**src/rtl/instruction_fetch.sv**
```systemverilog
// Instruction fetch stage: issues memory reads at the external PC, fills the IF/ID register,
// and catches an overflow fetch in a one-entry skid buffer so no instruction is ever dropped.
module instruction_fetch #(
    parameter int WIDTH = 32,
    parameter int IW    = 32
) (
    input  logic             clk,
    input  logic             rst,
    input  logic [WIDTH-1:0] pc_in,
    output logic [6:0]       pc_scr,
    output logic             imem_req,
    output logic [WIDTH-1:0] imem_addr,
    input  logic [IW-1:0]    imem_rdata,
    input  logic             imem_ready,
    output logic             if_valid,
    output logic [WIDTH-1:0] if_pc,
    output logic [IW-1:0]    if_instr,
    input  logic             id_ready,
    output logic             halted
);

    localparam logic [6:0] PC_HOLD = 7'h7F;

    logic             skid_valid;
    logic [WIDTH-1:0] skid_pc;
    logic [IW-1:0]    skid_instr;
    logic             pending;
    logic             fetch;
    logic             free;
    logic             is_halt;

    // A new request is only raised when the skid has room; a raised request is held until served.
    always_comb begin
        imem_addr = pc_in;
        imem_req  = rst & ~halted & (pending | ~skid_valid);
        fetch     = imem_req & imem_ready;
        is_halt   = (imem_rdata[6:0] == PC_HOLD);
        pc_scr    = fetch ? imem_rdata[6:0] : PC_HOLD;
        free      = ~if_valid | id_ready;
    end

    always_ff @(posedge clk) begin
        if (!rst) begin
            if_valid   <= 1'b0;
            if_pc      <= '0;
            if_instr   <= '0;
            skid_valid <= 1'b0;
            skid_pc    <= '0;
            skid_instr <= '0;
            pending    <= 1'b0;
            halted     <= 1'b0;
        end else begin
            if (imem_req)
                pending <= ~imem_ready;
            if (fetch && is_halt)
                halted <= 1'b1;

            if (free) begin
                if (skid_valid) begin
                    // Older skid entry goes first; a same-cycle fetch refills the skid behind it.
                    if_valid <= 1'b1;
                    if_pc    <= skid_pc;
                    if_instr <= skid_instr;
                    if (fetch) begin
                        skid_pc    <= pc_in;
                        skid_instr <= imem_rdata;
                    end
                    skid_valid <= fetch;
                end else if (fetch) begin
                    if_valid <= 1'b1;
                    if_pc    <= pc_in;
                    if_instr <= imem_rdata;
                end else begin
                    if_valid <= 1'b0;
                end
            end else if (fetch) begin
                skid_valid <= 1'b1;
                skid_pc    <= pc_in;
                skid_instr <= imem_rdata;
            end
        end
    end

endmodule

```
**config.mk**
```make
export PLATFORM = sky130hd
export DESIGN_NAME = instruction_fetch
export DESIGN_NICKNAME = d
export VERILOG_FILES = /design/src/rtl/instruction_fetch.sv
export SDC_FILE = /design/constraint.sdc
export NUM_CORES = 1
export LEC_CHECK = 0
export ABC_AREA = 1
export ABC_CLOCK_PERIOD_IN_PS = 2029
export CORE_MARGIN = 4
export CORE_UTILIZATION = 35
export CTS_CLUSTER_DIAMETER = 200
export CTS_CLUSTER_SIZE = 8
export DETAILED_ROUTE_END_ITERATION = 10
export HOLD_SLACK_MARGIN = 0.06
export PLACE_DENSITY_LB_ADDON = 0.2
export SYNTH_ARGS = -nofsm -noshare
export SYNTH_HDL_FRONTEND = slang
export SYNTH_SLANG_ARGS = --single-unit
```
**constraint.sdc**
```tcl
create_clock -name clk -period 2.03 [get_ports clk]
set_input_delay 0.406 -clock clk [delete_from_list [all_inputs] [get_ports clk]]
set_output_delay 0.406 -clock clk [all_outputs]
set_load 0.05 [all_outputs]
```
==> out/qor.txt, run 1 <==
======================================================================================
Result of the run                                                         finished clean
Routed Wire Length                                                             16.1 mm
Number of H-tree branching levels                                                    4
Largest driver fanout on the critical path                                           2
Worst R2R Setup Slack                                                          0.55 ns
Fillers                                                                          1,758
Worst min path class                                                      primary input to flop
WHS Path Cells                                                                       3
Sequential fraction of the synthesis area                                        42.1%
Post-CTS Setup Bufs                                                                  0
Final setup viols                                                                    0
Cell-by-cell trace of the critical path                                   clkdlybuf4s50_1
Total DRC errors in the routed layout                                                0
Root buffer cell                                                          sky130_fd_sc_hd__clkbuf_16
Post-DR vias/cell                                                                 4.53
Proportion of netlist area held by the largest area contributor                  42.1%
Launching element type of the critical path                                       flop
Number of clock sinks                                                              132
Final RePlAce weighted congestion                                                0.703
Crit path max-delay family                                                buffers and inverters
Maximum buffer depth of the clock tree                                               2
TNS Setup                                                                         0 ns
Ant diodes                                                                           0
R2r worst-path depth                                                                 7
Cell type contributing the most total cell area after synthesis           sky130_fd_sc_hd__dfxtp_1
Number of instances in the synthesized netlist                                     973
Post-synth net total                                                             1,041
Clock skew after layout                                                     0.00462 ns
Total standard cell area after synthesis                                      6270 um2
Peak per-stage delay on the critical path                                      0.84 ns
Endpoint of the worst-slack reg-to-reg timing path                         if_instr[1]
Mean routed wirelength per cell                                                12.2 um
Cell types with the largest area share after synthesis                    sky130_fd_sc_hd__dfxtp_1 42%, sky130_fd_sc_hd__nor2_1 16%, sky130_fd_sc_hd__nand2_1 12%
Clock slew at the register clock pins of the worst setup and hold paths        0.06 ns
Vias after detailed routing                                                      5,971
Initial DRT Pass Iterations                                                          4
Number of buffers added by the clock tree synthesis step                            17
Setup repair after global routing missed its margin                                 no
Power density over the cells                                                849 nW/um2
Antenna violations before repair                                                     0
Amount of wire on met3 after detailed routing                                   930 um
I/O pin count                                                                      174
Total number of nets in the final design                                         1,148
X dimension of the die                                                          142 um
Area of the die                                                             20,100 um2
DP HPWL                                                                        10.6 mm
Min Clock Period, post-route                                                   1.99 ns
Metal2 WL                                                                      7.40 mm
Effective utilization at floorplan                                               36.0%
Data arrival time of the critical path                                         1.59 ns
Final Cycle Share                                                                98.1%
Vias in the first global route                                                   5,312
Layout overhead on the synthesized area                                          41.7%
Tot GR Track Use                                                                 16.1%
Grt total ovfl                                                                       0
Area of the placeable core                                                  17,400 um2
Worst slew pin tran                                                           0.595 ns
Hold path startpoint                                                               rst
Max VDD drop                                                                  0.560 mV
Wl on met1                                                                     7.63 mm
Reg2Reg Launch Point                                                        skid_valid
Critical path required time                                                    1.62 ns
Clock tree from TritonCTS                                                        built
Count of final max-slew check failures                                               0
Largest net degree at the start of global routing                                  130
Port Buffer Count                                                                  173
Cell variety after synth                                                            15
Yosys reg bits                                                                     132
LEAKAGE                                                                        4.04 nW
Max Clock Freq                                                               0.502 GHz
WS Path Type                                                              flop to output port
Number of rows in the core area                                                     48
Buffers & Inverters on Critical Path                                                 1
Final Hold Viols                                                                     0
Share of cells above drive strength 1                                            14.3%
Max transition margin                                                            60.3%
DRT antenna net count                                                                0
DR iter-0 viols                                                                    315
Yosys warns                                                                          0
Die boundary height                                                             142 um
Highest routing layer actually used                                               met4
Global-route wire length before repair                                         26.5 mm
Clock latency on the worst-skew pair                                           0.41 ns
Hold Path End                                                               skid_valid
Final Total Pwr                                                                7.55 mW
Syn_area_per_cell                                                             6.45 um2
Finished Core Util                                                               51.1%
Endpoint type of the worst setup path                                      output port
Number of max-cap violations                                                         0
Standard cell with the maximum stage delay on the critical path           sky130_fd_sc_hd__clkdlybuf4s50_1
======================================================================================
-- Yosys cell counts --
library cell,count
sky130_fd_sc_hd__and2_1,1
sky130_fd_sc_hd__nand3_2,1
sky130_fd_sc_hd__nand2_1,204
sky130_fd_sc_hd__nand3_1,65
sky130_fd_sc_hd__a21oi_1,131
sky130_fd_sc_hd__o21ai_0,1
sky130_fd_sc_hd__nor2_2,2
sky130_fd_sc_hd__buf_4,52
sky130_fd_sc_hd__clkbuf_1,33
sky130_fd_sc_hd__dfxtp_1,132
sky130_fd_sc_hd__buf_1,2
sky130_fd_sc_hd__buf_2,16
sky130_fd_sc_hd__nor2_1,262
sky130_fd_sc_hd__inv_2,61
sky130_fd_sc_hd__inv_1,10
-- routing by layer --
metal | GRT usage (%) | vias up
met4 | 5.00 | 0
met1 | 21.6 | 2631
met3 | 4.65 | 11
met2 | 25.2 | 126
li1 | - | 3203
met5 | 0 | -
-- power breakdown --
part	internal [mW]	total [mW]	switching [mW]
clock	2.11	3.22	1.11
sequential	2.72	2.78	0.0625
combinational	0.602	1.55	0.947
total	5.43	7.55	2.12
-- timing repair --
action | in CTS | in global routing
gates resized for setup | 0 | 12
hold buffers | 0 | 0
setup endpoints to repair | 0 | 14
-- registers in the layout (all words and copies together) (netlist names) --
name	count
skid_pc	32
if_instr	32
if_valid	1
if_pc	32
skid_instr	32
pending	1
skid_valid	1
halted	1
-- cells in the final DEF (no fill, tap or decap), drive strengths merged, types with 4 or more instances in the layout --
cell           instances
clkdlybuf4s50        119
a21oi                131
nor2                 264
clkbuf                22
buf                   61
dfxtp                132
inv                   71
nand3                 66
clkinv                 6
nand2                204
dlymetal6s2s          11
bufinv                 4
-- final cells by class --
cell class | instances | area (um2) | share of cell area (%)
Multi-Input combinational cell | 667 | 2780 | 31.2
Sequential cell | 132 | 2650 | 29.8
Timing Repair Buffer | 191 | 2300 | 25.9
Clock buffer | 22 | 464 | 5.22
Tap cell | 225 | 282 | 3.17
Inverter | 71 | 272 | 3.05
Clock inverter | 10 | 154 | 1.73
-- metrics by stage --
stage	hold WS, ns	worst slack (ns)	cells	area [um2]
after CTS	0.271	0.00771	1318	8860
after global routing	0.290	0.000958	1318	8890
final	0.291	0.0380	1318	8890
after global placement	0.459	0.123	1286	8250
after detailed placement	0.468	0.101	1286	8250
after floorplan	0.455	0.361	973	6270
-- worst register-to-register path, cell delays in order, from the launching register on --
cell                      delay (ns)
sky130_fd_sc_hd__dfxtp_4        0.36
sky130_fd_sc_hd__nand2_1        0.09
sky130_fd_sc_hd__nand3_2        0.18
sky130_fd_sc_hd__nand2_4        0.23
sky130_fd_sc_hd__buf_4          0.29
sky130_fd_sc_hd__nand3_1        0.11
sky130_fd_sc_hd__nand2_1        0.07
sky130_fd_sc_hd__nor2_1         0.05
-- logic make-up after synthesis --
kind of cell | count (synthesis) | synth area share [%]
buffers and inverters | 174 | 13.8
AO/OA/AOI/OAI | 132 | 10.5
AND/OR/NAND/NOR | 535 | 33.5
flip-flops | 132 | 42.1
-- worst max path at each step --
stage / cells after the start / end / slack, ns / from
final: 1 / if_pc[30] / 0.04 / if_pc[30]
after detailed placement: 5 / pc_scr[3] / 0.10 / imem_ready
after floorplan: 4 / pc_scr[0] / 0.36 / halted
after global routing: 1 / if_instr[18] / 0.001 / if_instr[18]
after CTS: 1 / if_pc[0] / 0.008 / if_pc[0]
after global placement: 5 / pc_scr[3] / 0.12 / imem_ready
(Power assumes the default switching activity.)
==> run 2, diff against run 1 <==
- RECOVER_POWER: not set -> 100
==> run 2 against run 1 <==
  * Register-to-register slack got worse by 0.16 ns
  * Highest routed layer unchanged
  * First-iteration DRC count decreased by 0.32%
  * Final area decreased by 2.1%
  * Combinational power decreased by 3%
  * Sequential share of layout area increased by 0.63 points
==> out/qor.txt, run 2 (same netlist as run 1, synthesis figures left out) <==
======================================================================================
Hold path startpoint                                                               rst
Grt total ovfl                                                                       0   unchanged
Routed Wire Length                                                             16.0 mm   -0.53%
Most common cell after layout, fill and taps aside                        sky130_fd_sc_hd__nor2_1
Ant diodes                                                                           0   unchanged
Final Cycle Share                                                                98.2%   about the same
Power Internal                                                                 5.39 mW   -0.78%
Fillers                                                                          1,784   +1.5%
Leading cell types in the layout, fill and taps excluded                  262 x sky130_fd_sc_hd__nor2_1, 203 x sky130_fd_sc_hd__nand2_1, 131 x sky130_fd_sc_hd__a21oi_1, 131 x sky130_fd_sc_hd__dfxtp_1, 86 x sky130_fd_sc_hd__clkdlybuf4s50_1
Standard cell with the maximum stage delay on the critical path           sky130_fd_sc_hd__clkdlybuf4s50_1
Effective utilization at floorplan                                               36.0%   unchanged
Tot GR Track Use                                                                 16.1%   unchanged
Number of rows in the core area                                                     48   unchanged
Worst min path class                                                      primary input to flop
Max VDD drop                                                                  0.558 mV   -0.43%
Clock skew after layout                                                     0.00469 ns   +0.0000718 ns
Global-route wire length before repair                                         26.5 mm   unchanged
Count of final max-slew check failures                                               0   unchanged
Maximum buffer depth of the clock tree                                               2   unchanged
Post-CTS Setup Bufs                                                                  0   unchanged
WS Path Type                                                              flop to output port
Die boundary height                                                             142 um   unchanged
Area of the placeable core                                                  17,400 um2   unchanged
Root buffer cell                                                          sky130_fd_sc_hd__clkbuf_16
Number of buffers added by the clock tree synthesis step                            17   unchanged
Launching element type of the critical path                                       flop
Final Hold Viols                                                                     0   unchanged
Vias in the first global route                                                   5,312   unchanged
LEAKAGE                                                                        3.80 nW   -5.8%
Endpoint type of the worst setup path                                      output port
Crit path max-delay family                                                buffers and inverters
Share of cells above drive strength 1                                            13.8%   -0.46 points
Count of instances resized after the clock tree is built                             0   unchanged
Antenna violations before repair                                                     0   unchanged
DR iter-0 viols                                                                    314   -0.32%
Min Clock Period, post-route                                                   1.99 ns   +0.000772 ns
Proportion of power drawn by the clock network                                   42.9%   +0.2 points
DP HPWL                                                                        10.6 mm   unchanged
R2r worst-path depth                                                                 7   unchanged
Endpoint of the worst-slack reg-to-reg timing path                          skid_pc[1]
Result of the run                                                         finished clean
X dimension of the die                                                          142 um   unchanged
Reg2Reg Launch Point                                                        skid_valid
Largest driver fanout on the critical path                                           2   unchanged
I/O pin count                                                                      174   unchanged
Worst slew pin tran                                                           0.665 ns   +0.0700 ns
Clock slew at the register clock pins of the worst setup and hold paths        0.06 ns   about the same
Number of max-cap violations                                                         0   unchanged
Setup repair after global routing missed its margin                                 no
Power density over the cells                                                861 nW/um2   +1.5%
Portion of total power attributed to combinational logic                         20.1%   -0.4 points
Total DRC errors in the routed layout                                                0   unchanged
Post-Place Cells                                                                 1,286   unchanged
Number of clock sinks                                                              132   unchanged
WHS Path Cells                                                                       3   unchanged
Net switching component of the power                                           2.11 mW   -0.24%
Switching fraction of total power                                                28.2%   +0.11 points
Max transition margin                                                            55.9%   -4.5 points
Peak per-stage delay on the critical path                                      0.85 ns   about the same
Worst R2R Setup Slack                                                          0.39 ns   -0.16 ns
Vias after detailed routing                                                      5,957   -0.23%
Total number of nets in the final design                                         1,148   unchanged
Clock tree from TritonCTS                                                        built
Max Clock Freq                                                               0.502 GHz   about the same
Cell-by-cell trace of the critical path                                   clkdlybuf4s50_1
Number of H-tree branching levels                                                    4   unchanged
Number of standard cells in the final layout excluding fillers                   1,318   unchanged
Clock latency on the worst-skew pair                                           0.41 ns   about the same
Port Buffer Count                                                                  173   unchanged
DRT antenna net count                                                                0   unchanged
Mean routed wirelength per cell                                                12.2 um   -0.53%
Largest net degree at the start of global routing                                  130   unchanged
Area of the die                                                             20,100 um2   unchanged
Buffers & Inverters on Critical Path                                                 1   unchanged
Data arrival time of the critical path                                         1.59 ns   about the same
Finished Core Util                                                               50.0%   -1.1 points
Hold Path End                                                               skid_valid
Sequential Power Share                                                           37.0%   +0.2 points
Initial DRT Pass Iterations                                                          6   +2
Total of hold buffers inserted after clock tree synthesis                            0   unchanged
Final RePlAce weighted congestion                                                0.703   unchanged
Final setup viols                                                                    0   unchanged
Post-DR vias/cell                                                                 4.52   -0.23%
Final Total Pwr                                                                7.50 mW   -0.62%
Layout overhead on the synthesized area                                          38.8%
Critical path required time                                                    1.62 ns   about the same
TNS Setup                                                                         0 ns   unchanged
======================================================================================
==> run 2: cell count changes in the layout (fill, tap and decap cells not counted), moves of 3 or more <==
cell / delta
sky130_fd_sc_hd__buf_12: -5
sky130_fd_sc_hd__dlygate4sd3_1: +33
sky130_fd_sc_hd__clkbuf_2: +3
sky130_fd_sc_hd__clkbuf_4: +4
sky130_fd_sc_hd__clkbuf_1: +15
sky130_fd_sc_hd__clkdlybuf4s50_1: -33
sky130_fd_sc_hd__buf_4: -6
sky130_fd_sc_hd__dlymetal6s2s_1: -11
==> run 2: cell type report <==
cell class,instances,area (um2),share of cell area [%]
Inverter,71,269,3.09
Tap cell,225,282,3.23
Sequential cell,132,2650,30.4
Clock inverter,10,154,1.77
Clock buffer,22,464,5.33
Multi-Input combinational cell,667,2780,31.9
Timing Repair Buffer,191,2120,24.3
==> run 2: how the worst max path moves through the flow <==
| stage | start | cells past startpoint | slack [ns] | endpoint |
|---|---|---|---|---|
| finish | if_pc[30] | 1 | 0.04 | if_pc[30] |
| CTS | if_pc[0] | 1 | 0.008 | if_pc[0] |
| floorplan | halted | 4 | 0.36 | pc_scr[0] |
| global placement | imem_ready | 5 | 0.12 | pc_scr[3] |
| global route | if_instr[18] | 1 | 0.001 | if_instr[18] |
| detailed placement | imem_ready | 5 | 0.10 | pc_scr[3] |
==> run 2: power groups by stage <==
stage	logic, mW	clock network (mW)	registers [mW]
floorplan	0.650	0	3.17
global placement	1.56	0	2.83
detailed placement	1.56	0	2.83
CTS	1.57	3.29	2.78
global route	1.62	3.43	2.79
finish	1.50	3.22	2.78
==> run 2: metrics by stage <==
stage                     instance area, um2  hold slack (ns)  setup slack [ns]
after floorplan                         6270            0.455             0.361
after global routing                    8710            0.290          0.000958
after global placement                  8250            0.459             0.123
final                                   8710            0.293            0.0372
after CTS                               8860            0.271           0.00771
after detailed placement                8250            0.468             0.101
==> run 2: layer usage <==
layer	vias to the layer above	routed length, um	GRT usage (%)
met4	0	159	5.00
met3	10	894	4.65
li1	3202	-	-
met1	2631	7590	21.6
met5	-	0	0
met2	114	7400	25.2
==> run 3, diff against run 2 <==
- CORE_UTILIZATION: 35 -> 46
- SKIP_LAST_GASP: not set -> 1
==> run 3 against run 2 <==
  * Final area shrank 0.23%
  * Clock skew is essentially flat
  * Sequential share of layout area grew 0.070 points
  * Combinational power is essentially flat
  * Final cell count shrank 3.9%
  * Non-clock buffer count shrank 2
  * Critical endpoint is now if_instr[7]
  * Largest cell class unchanged
  * Largest power group unchanged
==> out/qor.txt, run 3 (same netlist as run 1, synthesis figures left out) <==
======================================================================================
Layout overhead on the synthesized area                                          38.5%
Share of cells above drive strength 1                                            14.1%   +0.30 points
Vias in the first global route                                                   5,400   +1.7%
Count of final max-slew check failures                                               0   unchanged
Buffers & Inverters on Critical Path                                                 1   unchanged
Min Clock Period, post-route                                                   1.99 ns   -0.00179 ns
Effective utilization at floorplan                                               47.2%   +11 points
Leading cell types in the layout, fill and taps excluded                  262 x sky130_fd_sc_hd__nor2_1, 203 x sky130_fd_sc_hd__nand2_1, 131 x sky130_fd_sc_hd__a21oi_1, 131 x sky130_fd_sc_hd__dfxtp_1, 89 x sky130_fd_sc_hd__clkdlybuf4s50_1
Endpoint type of the worst setup path                                      output port
DP HPWL                                                                        10.1 mm   -4.4%
Peak per-stage delay on the critical path                                      0.82 ns   -0.03 ns
Number of clock sinks                                                              132   unchanged
Max Clock Freq                                                               0.502 GHz   about the same
Mean routed wirelength per cell                                                12.3 um   +1.0%
Max VDD drop                                                                  0.531 mV   -4.8%
Antenna violations before repair                                                     0   unchanged
Cell Area, Placed                                                             8180 um2   -0.77%
Launching element type of the critical path                                       flop
Largest driver fanout on the critical path                                           2   unchanged
X dimension of the die                                                          125 um   -12%
DR iter-0 viols                                                                    376   +20%
Number of buffers added by the clock tree synthesis step                            17   unchanged
Largest net degree at the start of global routing                                   76   -42%
Area of the placeable core                                                  13,300 um2   -24%
Post-Route Hold Slack                                                         0.265 ns   -0.0288 ns
Result of the run                                                         finished clean
Routed Wire Length                                                             15.6 mm   -2.9%
Number of rows in the core area                                                     42   -13%
Non-Filler Cell Area, Final                                                   8690 um2   -0.23%
Die boundary height                                                             125 um   -12%
WS Path Type                                                              flop to output port
Cell-by-cell trace of the critical path                                   clkdlybuf4s50_1
Worst min path class                                                      primary input to flop
Post-DR vias/cell                                                                 4.76   +5.2%
Power density over the cells                                                873 nW/um2   +1.4%
Final RePlAce weighted congestion                                                0.755   +7.3%
Max transition margin                                                            50.2%   -5.7 points
Clock tree from TritonCTS                                                        built
Clock skew after layout                                                     0.00517 ns   +0.000479 ns
Port Buffer Count                                                                  173   unchanged
Worst setup timing slack at the placement stage                              0.0906 ns   -0.0105 ns
Fillers                                                                          1,213   -32%
Finished Core Util                                                               65.4%   +15 points
Ant diodes                                                                           0   unchanged
Total DRC errors in the routed layout                                                0   unchanged
Final setup viols                                                                    0   unchanged
Data arrival time of the critical path                                         1.58 ns   about the same
Maximum buffer depth of the clock tree                                               2   unchanged
Global-route wire length before repair                                         25.9 mm   -2.2%
DRT antenna net count                                                                0   unchanged
Crit path max-delay family                                                buffers and inverters
Most common cell after layout, fill and taps aside                        sky130_fd_sc_hd__nor2_1
LEAKAGE                                                                        3.84 nW   +0.81%
I/O pin count                                                                      174   unchanged
Grt total ovfl                                                                       0   unchanged
Post-CTS Setup Bufs                                                                  0   unchanged
Initial DRT Pass Iterations                                                          4   -2
Clock slew at the register clock pins of the worst setup and hold paths        0.05 ns   about the same
Vias after detailed routing                                                      6,027   +1.2%
Clock latency on the worst-skew pair                                           0.41 ns   about the same
Number of max-cap violations                                                         0   unchanged
Final Total Pwr                                                                7.59 mW   +1.1%
Root buffer cell                                                          sky130_fd_sc_hd__clkbuf_16
Standard cell with the maximum stage delay on the critical path           sky130_fd_sc_hd__clkdlybuf4s50_1
Critical path required time                                                    1.62 ns   about the same
Tot GR Track Use                                                                 19.8%   +3.7 points
Worst slew pin tran                                                           0.748 ns   +0.0828 ns
Total of hold buffers inserted after clock tree synthesis                            0   unchanged
Total number of nets in the final design                                         1,146   -0.17%
Setup ws final                                                               0.0390 ns   +0.00179 ns
Setup repair after global routing missed its margin                                 no
Number of H-tree branching levels                                                    4   unchanged
Number of standard cells in the final layout excluding fillers                   1,267   -3.9%
Area of the die                                                             15,600 um2   -23%
Final Hold Viols                                                                     0   unchanged
Post-Place Cells                                                                 1,235   -4.0%
TNS Setup                                                                         0 ns   unchanged
Final Cycle Share                                                                98.1%   about the same
======================================================================================
-- run 3: changes by cell type in the layout (fill, tap and decap cells not counted), sizes merged --
cell	before	now
dlygate4sd3	33	32
clkdlybuf4s50	86	89
inv	71	72
clkinv	6	4
dlygate4sd2	0	1
buf	50	53
clkbuf	44	37
-- run 3: power by group --
| part | leakage [nW] | switching, mW | internal [mW] |
|---|---|---|---|
| clock network | 0.323 | 1.09 | 2.21 |
| registers | 1.08 | 0.0632 | 2.72 |
| logic | 2.43 | 0.946 | 0.563 |
-- run 3: per-layer routing --
| metal | part of all wire [%] | GRT usage (%) |
|---|---|---|
| met5 | 0 | 0 |
| met3 | 5.0 | 5.45 |
| met4 | 1.3 | 6.13 |
| met1 | 46 | 25.8 |
| met2 | 48 | 32.0 |
-- run 3: path summary, 6_finish.rpt --
| kind | from | to | slack, ns | cells past startpoint |
|---|---|---|---|---|
| max | if_instr[7] | if_instr[7] | 0.04 | 1 |
| min | rst | skid_valid | 0.26 | 3 |
| max reg2reg | skid_valid | if_pc[23] | 0.17 | 7 |
| min reg2reg | if_instr[8] | if_instr[8] | 0.48 | 2 |
-- run 3: final cells by class --
cell class              instances  area, um2  area share [%]
multi-input cells             667       2780            32.0
flip-flops and latches        132       2650            30.5
repair buffers                189       2130            24.6
clock buffers                  23        498            5.73
inverters                      71        269            3.10
well taps                     176        220            2.53
clock inverters                 9        146            1.68
-- run 3: timing repair --
item / in CTS / in global routing
setup endpoints to repair: 1 / 8
gates cloned: 0 / 0
resized for setup: 1 / 8
==> patch: new RTL, config.mk and constraints of run 3 <==
`IW`: 32 -> 64.
--- a/src/rtl/instruction_fetch.sv
+++ b/src/rtl/instruction_fetch.sv
@@ -2,7 +2,7 @@
 // and catches an overflow fetch in a one-entry skid buffer so no instruction is ever dropped.
 module instruction_fetch #(
     parameter int WIDTH = 32,
-    parameter int IW    = 32
+    parameter int IW    = 64
 ) (
     input  logic             clk,
     input  logic             rst,
Interface: changed (resized if_instr and imem_rdata); port bits go from 174 to 238. The function was not compared with the original's and may differ.
==> patch against run 3 <==
- synthesized area grew 47%
- register-to-register slack gained 0.02 ns
- routed wire length grew 48%
- sequential share of layout area grew 2.4 points
- via count grew 47%
- setup slack lost 0.0027 ns
- first-iteration DRC count grew 18%
- clock skew grew 0.0049 ns
- design area grew 38%
- critical path depth is the same
- power grew 24%
- sequential cell count grew 64
- global-route usage grew 0.40 points
==> patch: results (changes against run 3) <==
| Metric | Value |
|---|---|
| Synth top cells by count | `nor2_1, nand2_1, dfxtp_1 (unchanged)` |
| Placed cell area | `0.0118 mm^2 (was 0.00818 mm^2)` |
| DRT Wirelength | `23,000 um (was 15,600 um)` |
| Initial drt markers | `442 (was 376)` |
| Fin util | `0.611 (was 0.654)` |
| Post-synthesis sequential area ratio | `0.426 (was 0.421)` |
| Largest cells by area after synthesis | `dfxtp_1, nor2_1, nand2_1 (unchanged)` |
| GPL Wtd Cong | `0.776 (was 0.755)` |
| Largest net degree at the start of global routing | `194 (was 76)` |
| Switching Fraction | `0.312 (was 0.276)` |
| Clk slew on worst S/H paths | `0.07 ns (was 0.05 ns)` |
| Slew @ Worst Pin | `1.46 ns (was 0.748 ns)` |
| Status | `finished, final reports clean (unchanged)` |
| Filler Cell Count | `1,949 (was 1,213)` |
| Final nets | `1,663 (was 1,146)` |
| Synth cell types | `16 (was 15)` |
| Post-route non-filler standard cell count | `1,841 (was 1,267)` |
| Worst Skew | `0.0101 ns (was 0.00517 ns)` |
| First-pass GRT wire length | `37,400 um (was 25,900 um)` |
| Final HPWL DP | `14,800 um (was 10,100 um)` |
| Dpl ws | `0.0229 ns (was 0.0906 ns)` |
| Port Buf Inserts | `237 (was 173)` |
| Total track usage | `0.202 (was 0.198)` |
| Lkg Pwr | `0.00534 uW (was 0.00384 uW)` |
| Worst-Skew Late Latency | `0.43 ns (was 0.41 ns)` |
| Maximum vdd drop | `0.552 mV (was 0.531 mV)` |
| Vias per Instance | `4.80 (was 4.76)` |
| Syn avg cell area | `6.46 um^2 (was 6.45 um^2)` |
-- patch: cell types whose count changed in the layout (fill, tap and decap cells not counted), sizes merged --
cell and change:
clkinv -1, buf +2, bufinv -3, nand2 +96, a21oi +64, clkbuf +40
dlygate4sd2 +6, clkdlybuf4s50 +18, inv +35, dfxtp +64, clkinvlp +4, nor2 +128
nand3 +32
-- patch: power by group through the flow --
stage | Sequential, uW | Combinational, uW | Clock [uW]
global placement | 4200 | 2130 | 0
floorplan | 4710 | 871 | 0
finish | 4120 | 2020 | 3260
detailed placement | 4210 | 2140 | 0
global route | 4140 | 2190 | 3490
CTS | 4120 | 2140 | 3330
-- patch: worst paths after layout --
check	start	to	slack (ns)	cells after the start
max	if_pc[31]	if_pc[31]	0.04	1
min	rst	if_valid	0.30	3
max reg2reg	skid_valid	skid_instr[58]	0.19	7
min reg2reg	if_instr[14]	if_instr[14]	0.48	2
-- patch: per-layer routing --
metal / up-vias / part of all wire / wire length (um) / global-route usage
met5: - / 0 / 0 / 0
met4: 0 / 0.014 / 323 / 0.0595
met3: 20 / 0.049 / 1130 / 0.0388
met2: 194 / 0.47 / 10900 / 0.325
met1: 3943 / 0.46 / 10600 / 0.277
li1: 4675 / - / - / -
-- patch: cell families after synthesis --
kind of cell,synth area share
and+or+nand+nor,0.338
buffers and inverters,0.130
DFF,0.426
AOI/OAI and AO/OA,0.106
-- patch: timing repair --
action | 4_1_cts | 5_1_grt
gates resized for setup | 8 | 38
setup buffers | 0 | 0
endpoints found under the setup margin | 14 | 39
-- patch: final cells by class --
class,count,area share
Clock inverter,12,0.0105
Tap cell,265,0.0277
Sequential cell,196,0.328
Multi-Input combinational cell,987,0.343
Clock buffer,20,0.0365
Inverter,103,0.0329
Timing Repair Buffer,258,0.221
